File: config.mk
export PLATFORM = sky130hd
export DESIGN_NAME = asrm_dma_flat
export DESIGN_NICKNAME = d
export VERILOG_FILES = /design/src/rtl/asrm_pkg.sv /design/src/rtl/asrm_dma_if.sv /design/src/rtl/asrm_dma_regs.sv /design/src/rtl/asrm_dma.sv /design/src/flat_wrapper.sv
export SDC_FILE = /design/constraint.sdc
export NUM_CORES = 1
export LEC_CHECK = 0
export CORE_UTILIZATION = 36
export DETAILED_ROUTE_END_ITERATION = 7
export GPL_ROUTABILITY_DRIVEN = 1
export PLACE_DENSITY = 0.65
export SLEW_MARGIN = 20
export SYNTH_ARGS = -nofsm -noshare
export SYNTH_HDL_FRONTEND = slang
export SYNTH_SLANG_ARGS = --single-unit
File: constraint.sdc
create_clock -name clk -period 5.6 [get_ports clk]
set_clock_uncertainty 0.1 [all_clocks]
set_input_delay 1.68 -clock clk [delete_from_list [all_inputs] [get_ports clk]]
set_output_delay 1.68 -clock clk [all_outputs]
set_load 0.01 [all_outputs]
File: src/rtl/asrm_pkg.sv
// Shared constants and FSM encoding for the asrm DMA engine.
package asrm_pkg;

    localparam int unsigned REG_SRC  = 0;
    localparam int unsigned REG_DST  = 1;
    localparam int unsigned REG_LEN  = 2;
    localparam int unsigned REG_CTRL = 3;
    localparam int unsigned NUM_REGS = 4;

    localparam int unsigned CTRL_BUSY = 0;
    localparam int unsigned CTRL_DONE = 1;

    typedef enum logic [2:0] {
        StIdle,
        StReq,
        StRead,
        StCapture,
        StWrite
    } state_e;

endpackage

File: src/rtl/asrm_dma_if.sv
// System-bus bundle for asrm_dma: CPU responder port plus arbitrated initiator port.
interface asrm_dma_if #(
    parameter int unsigned WORDSIZE       = 8,
    parameter int unsigned BASE_ADDR_SIZE = 7
) ();

    logic                      enable;
    logic [BASE_ADDR_SIZE-1:0] addr;
    logic                      write_en;
    logic [WORDSIZE-1:0]       data_in;
    logic [WORDSIZE-1:0]       data_out;

    logic                      m_req;
    logic                      m_grant;
    logic [WORDSIZE-1:0]       m_addr;
    logic                      m_write_en;
    logic [WORDSIZE-1:0]       m_data_out;
    logic [WORDSIZE-1:0]       m_data_in;

    // Device side (the DMA engine).
    modport slave (
        input  enable, addr, write_en, data_in, m_grant, m_data_in,
        output data_out, m_req, m_addr, m_write_en, m_data_out
    );

    // System side (CPU, address decoder, arbiter and memories).
    modport master (
        output enable, addr, write_en, data_in, m_grant, m_data_in,
        input  data_out, m_req, m_addr, m_write_en, m_data_out
    );

endinterface

File: src/rtl/asrm_dma_regs.sv
// Responder-port decode, SRC/DST/LEN/DONE register file and OR-bus read mux.
module asrm_dma_regs
    import asrm_pkg::*;
#(
    parameter int unsigned                WORDSIZE       = 8,
    parameter int unsigned                BASE_ADDR_SIZE = 7,
    parameter logic [BASE_ADDR_SIZE-1:0] BASE_ADDR      = 7'h10
) (
    input  logic                      clk,
    input  logic                      reset,
    input  logic                      enable_i,
    input  logic [BASE_ADDR_SIZE-1:0] addr_i,
    input  logic                      write_en_i,
    input  logic [WORDSIZE-1:0]       data_in_i,
    output logic [WORDSIZE-1:0]       data_out_o,
    input  logic                      busy_i,
    input  logic                      step_i,
    input  logic                      set_done_i,
    output logic [WORDSIZE-1:0]       src_o,
    output logic [WORDSIZE-1:0]       dst_o,
    output logic [WORDSIZE-1:0]       len_o,
    output logic                      start_o,
    output logic                      done_o
);

    logic [WORDSIZE-1:0]       src_q, src_d, dst_q, dst_d, len_q, len_d;
    logic                      done_q, done_d, start_q, start_d;
    logic [BASE_ADDR_SIZE-1:0] off;
    logic [1:0]                sel;
    logic                      hit, wr, ctrl_wr;

    assign off     = addr_i - BASE_ADDR;
    assign hit     = enable_i && (addr_i >= BASE_ADDR) && (off < BASE_ADDR_SIZE'(NUM_REGS));
    assign sel     = off[1:0];
    assign wr      = hit && write_en_i;
    assign ctrl_wr = wr && (sel == 2'(REG_CTRL));

    always_comb begin
        data_out_o = '0;
        if (hit) begin
            unique case (sel)
                2'(REG_SRC): data_out_o = src_q;
                2'(REG_DST): data_out_o = dst_q;
                2'(REG_LEN): data_out_o = len_q;
                default: begin
                    data_out_o[CTRL_BUSY] = busy_i;
                    data_out_o[CTRL_DONE] = done_q;
                end
            endcase
        end
    end

    always_comb begin
        src_d   = src_q;
        dst_d   = dst_q;
        len_d   = len_q;
        start_d = ctrl_wr && !busy_i && data_in_i[CTRL_BUSY];
        if (wr && !busy_i) begin
            if (sel == 2'(REG_SRC)) src_d = data_in_i;
            if (sel == 2'(REG_DST)) dst_d = data_in_i;
            if (sel == 2'(REG_LEN)) len_d = data_in_i;
        end
        if (step_i) begin
            src_d = src_q + WORDSIZE'(1);
            dst_d = dst_q + WORDSIZE'(1);
            len_d = len_q - WORDSIZE'(1);
        end
        done_d = done_q;
        if (ctrl_wr && (data_in_i[CTRL_DONE] || start_d)) done_d = 1'b0;
        // Completion outranks a same-cycle software clear.
        if (set_done_i) done_d = 1'b1;
    end

    always_ff @(posedge clk) begin
        if (!reset) begin
            src_q   <= '0;
            dst_q   <= '0;
            len_q   <= '0;
            done_q  <= 1'b0;
            start_q <= 1'b0;
        end else begin
            src_q   <= src_d;
            dst_q   <= dst_d;
            len_q   <= len_d;
            done_q  <= done_d;
            start_q <= start_d;
        end
    end

    assign src_o   = src_q;
    assign dst_o   = dst_q;
    assign len_o   = len_q;
    assign start_o = start_q;
    assign done_o  = done_q;

endmodule

File: src/rtl/asrm_dma.sv
// Single-channel memory-to-memory copy engine: register slice plus initiator FSM/datapath.
module asrm_dma
    import asrm_pkg::*;
#(
    parameter int unsigned                WORDSIZE       = 8,
    parameter int unsigned                BASE_ADDR_SIZE = 7,
    parameter logic [BASE_ADDR_SIZE-1:0] BASE_ADDR      = 7'h10
) (
    input  logic       clk,
    input  logic       reset,
    asrm_dma_if.slave  bus,
    output logic       done
);

    state_e              state_q;
    logic                m_req_q, m_we_q;
    logic [WORDSIZE-1:0] m_addr_q, buf_q;
    logic [WORDSIZE-1:0] src, dst, len;
    logic                start, busy, step, set_done;

    assign busy     = (state_q != StIdle);
    assign step     = (state_q == StWrite);
    assign set_done = ((state_q == StIdle) && start && (len == '0)) ||
                      ((state_q == StWrite) && (len == WORDSIZE'(1)));

    asrm_dma_regs #(
        .WORDSIZE      (WORDSIZE),
        .BASE_ADDR_SIZE(BASE_ADDR_SIZE),
        .BASE_ADDR     (BASE_ADDR)
    ) u_regs (
        .clk       (clk),
        .reset     (reset),
        .enable_i  (bus.enable),
        .addr_i    (bus.addr),
        .write_en_i(bus.write_en),
        .data_in_i (bus.data_in),
        .data_out_o(bus.data_out),
        .busy_i    (busy),
        .step_i    (step),
        .set_done_i(set_done),
        .src_o     (src),
        .dst_o     (dst),
        .len_o     (len),
        .start_o   (start),
        .done_o    (done)
    );

    // Bus outputs are registered and forced to zero outside READ/CAPTURE/WRITE for the OR bus.
    always_ff @(posedge clk) begin
        if (!reset) begin
            state_q  <= StIdle;
            m_req_q  <= 1'b0;
            m_addr_q <= '0;
            m_we_q   <= 1'b0;
            buf_q    <= '0;
        end else begin
            unique case (state_q)
                StIdle: begin
                    if (start && (len != '0)) begin
                        state_q <= StReq;
                        m_req_q <= 1'b1;
                    end
                end
                StReq: begin
                    if (bus.m_grant) begin
                        state_q  <= StRead;
                        m_addr_q <= src;
                    end
                end
                StRead: state_q <= StCapture;
                StCapture: begin
                    state_q  <= StWrite;
                    buf_q    <= bus.m_data_in;
                    m_addr_q <= dst;
                    m_we_q   <= 1'b1;
                end
                StWrite: begin
                    m_we_q <= 1'b0;
                    buf_q  <= '0;
                    if (len == WORDSIZE'(1)) begin
                        state_q  <= StIdle;
                        m_req_q  <= 1'b0;
                        m_addr_q <= '0;
                    end else begin
                        // SRC advances on this same edge, so the next read uses src + 1.
                        state_q  <= StRead;
                        m_addr_q <= src + WORDSIZE'(1);
                    end
                end
                default: begin
                    state_q  <= StIdle;
                    m_req_q  <= 1'b0;
                    m_addr_q <= '0;
                    m_we_q   <= 1'b0;
                end
            endcase
        end
    end

    assign bus.m_req      = m_req_q;
    assign bus.m_addr     = m_addr_q;
    assign bus.m_write_en = m_we_q;
    assign bus.m_data_out = buf_q;

endmodule

File: src/flat_wrapper.sv
// flat-port wrapper written by rule: the top's interface ports become plain ports
module asrm_dma_flat import asrm_pkg::*;
#(
    parameter int unsigned                WORDSIZE       = 8,
    parameter int unsigned                BASE_ADDR_SIZE = 7,
    parameter logic [BASE_ADDR_SIZE-1:0] BASE_ADDR      = 7'h10
)
  (clk, reset, done, bus_enable, bus_addr, bus_write_en, bus_data_in, bus_m_grant, bus_m_data_in, bus_data_out, bus_m_req, bus_m_addr, bus_m_write_en, bus_m_data_out);
  asrm_dma_if #(.WORDSIZE(WORDSIZE), .BASE_ADDR_SIZE(BASE_ADDR_SIZE)) bus_i ();
  input  logic clk;
  input  logic reset;
  output logic done;
  input wire logic [$bits(bus_i.enable)-1:0] bus_enable;
  input wire logic [$bits(bus_i.addr)-1:0] bus_addr;
  input wire logic [$bits(bus_i.write_en)-1:0] bus_write_en;
  input wire logic [$bits(bus_i.data_in)-1:0] bus_data_in;
  input wire logic [$bits(bus_i.m_grant)-1:0] bus_m_grant;
  input wire logic [$bits(bus_i.m_data_in)-1:0] bus_m_data_in;
  output wire logic [$bits(bus_i.data_out)-1:0] bus_data_out;
  output wire logic [$bits(bus_i.m_req)-1:0] bus_m_req;
  output wire logic [$bits(bus_i.m_addr)-1:0] bus_m_addr;
  output wire logic [$bits(bus_i.m_write_en)-1:0] bus_m_write_en;
  output wire logic [$bits(bus_i.m_data_out)-1:0] bus_m_data_out;
  assign bus_i.enable = bus_enable;
  assign bus_i.addr = bus_addr;
  assign bus_i.write_en = bus_write_en;
  assign bus_i.data_in = bus_data_in;
  assign bus_i.m_grant = bus_m_grant;
  assign bus_i.m_data_in = bus_m_data_in;
  assign bus_data_out = bus_i.data_out;
  assign bus_m_req = bus_i.m_req;
  assign bus_m_addr = bus_i.m_addr;
  assign bus_m_write_en = bus_i.m_write_en;
  assign bus_m_data_out = bus_i.m_data_out;
  asrm_dma #(.WORDSIZE(WORDSIZE), .BASE_ADDR_SIZE(BASE_ADDR_SIZE), .BASE_ADDR(BASE_ADDR)) u_core (.clk(clk), .reset(reset), .bus(bus_i), .done(done));
endmodule
==> Word-level counts from Yosys, hierarchy flattened <==
Cells that the tools add are included.
{ "op_classes": {"n_addsub": 4, "magnitude_cmp": 2, "n_eq_ne": 11, "mux": 26, "n_bitwise": 2, "reduce_logical": 35} }
{ "ops": {"columns": ["cell", "count"], "rows": [
  ["2-to-1 mux 8 bit", 12],
  ["one-hot mux 8 bit (4 select lines)", 1],
  ["one-hot mux 6 bit (3 select lines)", 1],
  ["adder 8 x 1 -> 8 bit (second input constant)", 2],
  ["one-hot mux 8 bit (2 select lines)", 1],
  ["one-hot mux 3 bit (5 select lines)", 1],
  ["logical AND 1 bit", 12],
  ["nonzero test 2 bit", 6],
  ["AND reduction 2 bit", 5],
  ["equality test 8 x 1 -> 1 bit (second input constant)", 1],
  ["logical NOT 8 bit", 1],
  ["nonzero test 8 bit", 1],
  ["subtractor 8 x 1 -> 8 bit (second input constant)", 1],
  ["greater-or-equal comparator 7 x 5 -> 1 bit (second input constant)", 1],
  ["< comparator 7 x 3 -> 1 bit (second input constant)", 1],
  ["subtractor 7 x 5 -> 7 bit (second input constant)", 1],
  ["equality test 3 x 2 -> 1 bit (second input constant)", 2],
  ["2-to-1 mux 3 bit", 2],
  ["!= test 2 bit (second input constant)", 3],
  ["one-hot mux 2 bit (3 select lines)", 1],
  ["OR reduction 3 bit", 2],
  ["equality test 2 bit (second input constant)", 2],
  ["2-to-1 mux 1 bit", 4],
  ["equality test 3 x 1 -> 1 bit (second input constant)", 1],
  ["other kinds (13)", 15]
]} }
{ "totals": {"register_bits": 47, "inputBits": 28, "out_inout_bits": 27, "wordCells": 90} }

==> Logic depth before layout (Yosys ltp) <==
{ "depth": {"ltp_word": 11, "ltp_mapped": 7, "ltp_nobuf": 6} }

==> By module <==
From an unflattened synthesis, not the netlist that was laid out.
{ "hier_totals": {"hier_cells": 359, "hier_area_um2": 2979.1} }
{ "by_module_without_submodules": {"columns": ["module", "n_inst", "cells_per_inst", "area_per_inst_um2"], "rows": [
  ["asrm_dma_regs", 1, 232, 1860.5],
  ["asrm_dma", 1, 127, 1118.6]
]} }

==> Worst setup path before layout <==
Ideal clock, no wire load.
{ "synth_path": {"path_kind": "input -> output", "startpoint": "in bus_addr[4]", "endpoint": "out bus_data_out[0]", "t_arrival_ns": 2.823, "slack_ns": 0.997, "cell_stages": 6, "n_path_buf": 1, "cell_sequence": "inv_1 ha_1 nor3b_1 nand3_1 clkbuf_1 nor2b_1"} }
{ "synth_between": {"elab_chain_len": 4, "word_cells_on_any_way": 6, "cone_classes": "add/sub (1); order compare (2); mux (1); reduce/logical (2)"} }
{ "synth_rtl": {"columns": ["item", "line", "rtl"], "rows": [
  ["from (decl)", "flat_wrapper.sv:14", "input wire logic [$bits(bus_i.addr)-1:0] bus_addr;"],
  ["subtractor 7 x 5 -> 7 bit / greater-or-equal comparator 7 x 5 -> 1 bit (equally long branches)", "asrm_dma_regs.sv:32, asrm_dma_regs.sv:33", null],
  ["< comparator 7 x 3 -> 1 bit / logical AND 1 bit (equally long branches)", "asrm_dma_regs.sv:33", "assign hit = enable_i && (addr_i >= BASE_ADDR) && (off < BASE_ADDR_SIZE'(NUM_REGS));"],
  ["logical AND 1 bit (*)", "asrm_dma_regs.sv:33", null],
  ["2-to-1 mux 8 bit (*)", "asrm_dma_regs.sv:40", "if (hit) begin"],
  ["to (decl)", "flat_wrapper.sv:19", "output wire logic [$bits(bus_i.data_out)-1:0] bus_data_out;"]
]} }
Every way passes the cells marked *; elsewhere a longest branch is shown, timed or not.

==> Final worst setup path <==
Ends and elaborated chain as after synthesis.

==> results.json <==
{
  "synth_top_flop_cell": "dfxtp_1",
  "wl_met2_microns": 4540,
  "numCtsBuffers": 5,
  "rows": 33,
  "r2r_slack_ns": 3.07,
  "syn_inst": 397,
  "totalWireLength_microns": 9750,
  "insertion_delay_ns": 0.30,
  "syn_avg_cell_area_sq_um": 7.81,
  "dr_total_vias": 3320,
  "dieArea_sq_mm": 0.00899,
  "grt_pass1_wl_microns": 15600,
  "chipWidth_microns": 94.8,
  "maxSlewViolCount": 0,
  "synth_area_leaders": "dfxtp_1, a21oi_1, nor2_1",
  "grt_pass1_vias": 3102,
  "port_buffers": 54,
  "syn_to_final_growth_pct": 24.1,
  "ys_seq_elements": 47,
  "nets": 470,
  "min_path_cells": 2,
  "cts_tree": "yes",
  "clockRootBuffer": "clkbuf_8",
  "start_util": 0.376,
  "syn-cell-area_sq_mm": 0.00310,
  "crit_arrival_ns": 3.64,
  "synth_top_cell_by_area": "dfxtp_1",
  "final_antenna_net_count": 0,
  "cts.sinks": 47,
  "highest_layer": "met4",
  "drcViolationCount": 0,
  "io-pin-count": 55,
  "setup_viol": 0,
  "cts_hold_buf": 0,
  "fmax_mhz": 184,
  "dieHeight_microns": 94.8,
  "rsz0062_at_grt": "false",
  "slew_headroom": 0.410,
  "hold_viol": 0,
  "fin_crit_sh": 0.969,
  "final.min_clock_period_ns": 5.42,
  "drive_above_1_share": 0.0799,
  "wl_per_cell_microns": 18.0,
  "cts_max_path_buffers": 2,
  "grt_usage": 0.223,
  "wl_met1_microns": 4250,
  "synth-edff-count": 0,
  "min_to": "u_core.bus.m_addr[0]$_SDFFE_PN0P_",
  "r2r_cells": 5,
  "leakagePower_uw": 0.00134,
  "crit_path_start_kind": "input port",
  "setup_ws_ns": 0.175,
  "n_antenna_cell": 0,
  "power.density_mw_per_mm2": 170,
  "critPathKind": "input port to primary output",
  "htreeDepth": 2,
  "hold_class": "flip-flop to flip-flop",
  "synth_most_common_cell": "dfxtp_1",
  "yosysSeqAreaShare": 0.303,
  "cp-end-kind": "primary output",
  "synth_cell_types": 63,
  "gp_congestion": 0.926,
  "pre_cts_ws_ns": 0.0644,
  "drtIter0Drc": 280,
  "grt_max_degree": 43,
  "coreArea_sq_mm": 0.00826,
  "syn-num-nets": 430,
  "synth.cells.most_frequent": "dfxtp_1, nor2_1, nand2_1, a21oi_1, clkbuf_1",
  "async_flop_share": 0,
  "outcome": "complete, no violations",
  "cp_max_fo": 11,
  "timing.rr.start": "u_core.state_q[2]$_SDFFE_PN0P_",
  "via_per_inst": 6.11,
  "cap_violations": 0,
  "grt_antenna_before_repair": 0,
  "hp-start": "u_core.bus.m_addr[0]$_SDFFE_PN0P_",
  "vdd_drop_max_v": 0.0000860,
  "ys_warn_count": 0,
  "critPathRequiredTime_ns": 3.82,
  "hpwlAfterDp_microns": 6990,
  "setup-tns-final_ns": 0,
  "final_cells": 543,
  "dr_wl_met3_microns": 770,
  "clk_pin_slew_ns": 0.09,
  "post-place-cells": 535,
  "grt-ovfl-total": 0,
  "r2r-end": "u_core.bus.m_addr[7]$_SDFFE_PN0P_",
  "worst_pin_slew_ns": 0.882,
  "synth_top_area_frac": 0.303,
  "dr.pass1.iters": 5
}
==> cell families (layout without fill, tap and decap cells) <==
group | Yosys count | count (layout) | share of synthesized area
compound gates | 123 | 123 | 0.281
xor+xnor | 8 | 8 | 0.0226
fa+ha+maj | 5 | 5 | 0.0202
buf+inv | 43 | 84 | 0.0541
flops | 47 | 47 | 0.303
mux | 16 | 16 | 0.0597
simple gates | 155 | 155 | 0.259
==> report_power, final <==
group	internal, uW	switching [uW]
sequential	334	0.660
clock	133	126
combinational	29.5	30.6
==> per-layer routing <==
metal | global-route usage | up-vias
li1 | - | 1578
met1 | 0.294 | 1579
met2 | 0.372 | 148
met3 | 0.0403 | 15
met4 | 0.0556 | 0
met5 | 0 | -
==> timing repair <==
item	4_1_cts	5_1_grt
gates resized for setup	0	1
endpoints found under the setup margin	0	8
hold endpoints to repair	0	0
buffers inserted	0	0
==> final cells by class <==
class | instances | area, sq um
clock inverters | 3 | 43.8
repair buffers | 64 | 616
inverters | 12 | 45.0
fillers | 861 | 4410
multi-input cells | 307 | 2000
flip-flops and latches | 47 | 941
well taps | 105 | 131
clock buffers | 5 | 68.8
==> worst max-delay path by stage <==
stage,slack [ns],to,cells after the start,from
2_1_floorplan,1.0,bus_data_out[0],6,bus_addr[4]
3_3_place_gp,0.17,bus_data_out[0],8,bus_addr[4]
3_5_place_dp,0.06,bus_data_out[1],8,bus_addr[4]
4_1_cts,0.05,bus_data_out[0],8,bus_addr[4]
5_1_grt,0.01,bus_data_out[0],8,bus_addr[4]
6_report,0.18,bus_data_out[0],8,bus_addr[4]
==> flip-flops by register name, summed over array words and instances (netlist names) <==
register,count
u_core.bus.m_addr,8
u_core.bus.m_data_out,8
u_core.bus.m_req,1
u_core.bus.m_write_en,1
u_core.state_q,3
u_core.u_regs.done_o,1
u_core.u_regs.dst_o,8
u_core.u_regs.len_o,8
u_core.u_regs.src_o,8
u_core.u_regs.start_o,1
==> critical path, stage by stage <==
cell and delay (ns):
clkdlybuf4s50_1 0.49, inv_1 0.05, ha_1 0.28, nor3b_2 0.20, nand3_1 0.09, buf_4 0.18
nor2b_1 0.12, clkdlybuf4s50_1 0.55
==> layout by cell type (no fill, tap or decap), types with 4 or more instances in the layout <==
| cell | count |
|---|---|
| a31oi_1 | 10 |
| nand2_1 | 34 |
| nand2b_1 | 4 |
| a21o_1 | 5 |
| nand4_1 | 11 |
| dfxtp_1 | 47 |
| o21a_1 | 5 |
| a221oi_1 | 4 |
| ha_1 | 5 |
| clkbuf_8 | 5 |
| o21ai_0 | 16 |
| nor2b_1 | 6 |
| nand3_1 | 22 |
| o211ai_1 | 4 |
| clkdlybuf4s50_1 | 54 |
| inv_1 | 11 |
| a41o_1 | 4 |
| or3_1 | 4 |
| mux2i_1 | 14 |
| a21oi_1 | 30 |
| a211oi_1 | 5 |
| o221ai_1 | 12 |
| xnor2_1 | 5 |
| nor3_1 | 9 |
| buf_4 | 10 |
| nor2_1 | 38 |
==> metrics by stage <==
stage | power, uW | hold slack (ns) | util | cell area [sq um]
after CTS | 659 | 0.376 | 0.465 | 3840
final | 654 | 0.368 | 0.466 | 3850
after detailed placement | 402 | 0.362 | 0.452 | 3730
after global routing | 676 | 0.402 | 0.466 | 3850
after global placement | 401 | 0.344 | 0.452 | 3730
after floorplan | 370 | 0.376 | - | 3100
No activity file was read; power rests on OpenSTA's default activity.
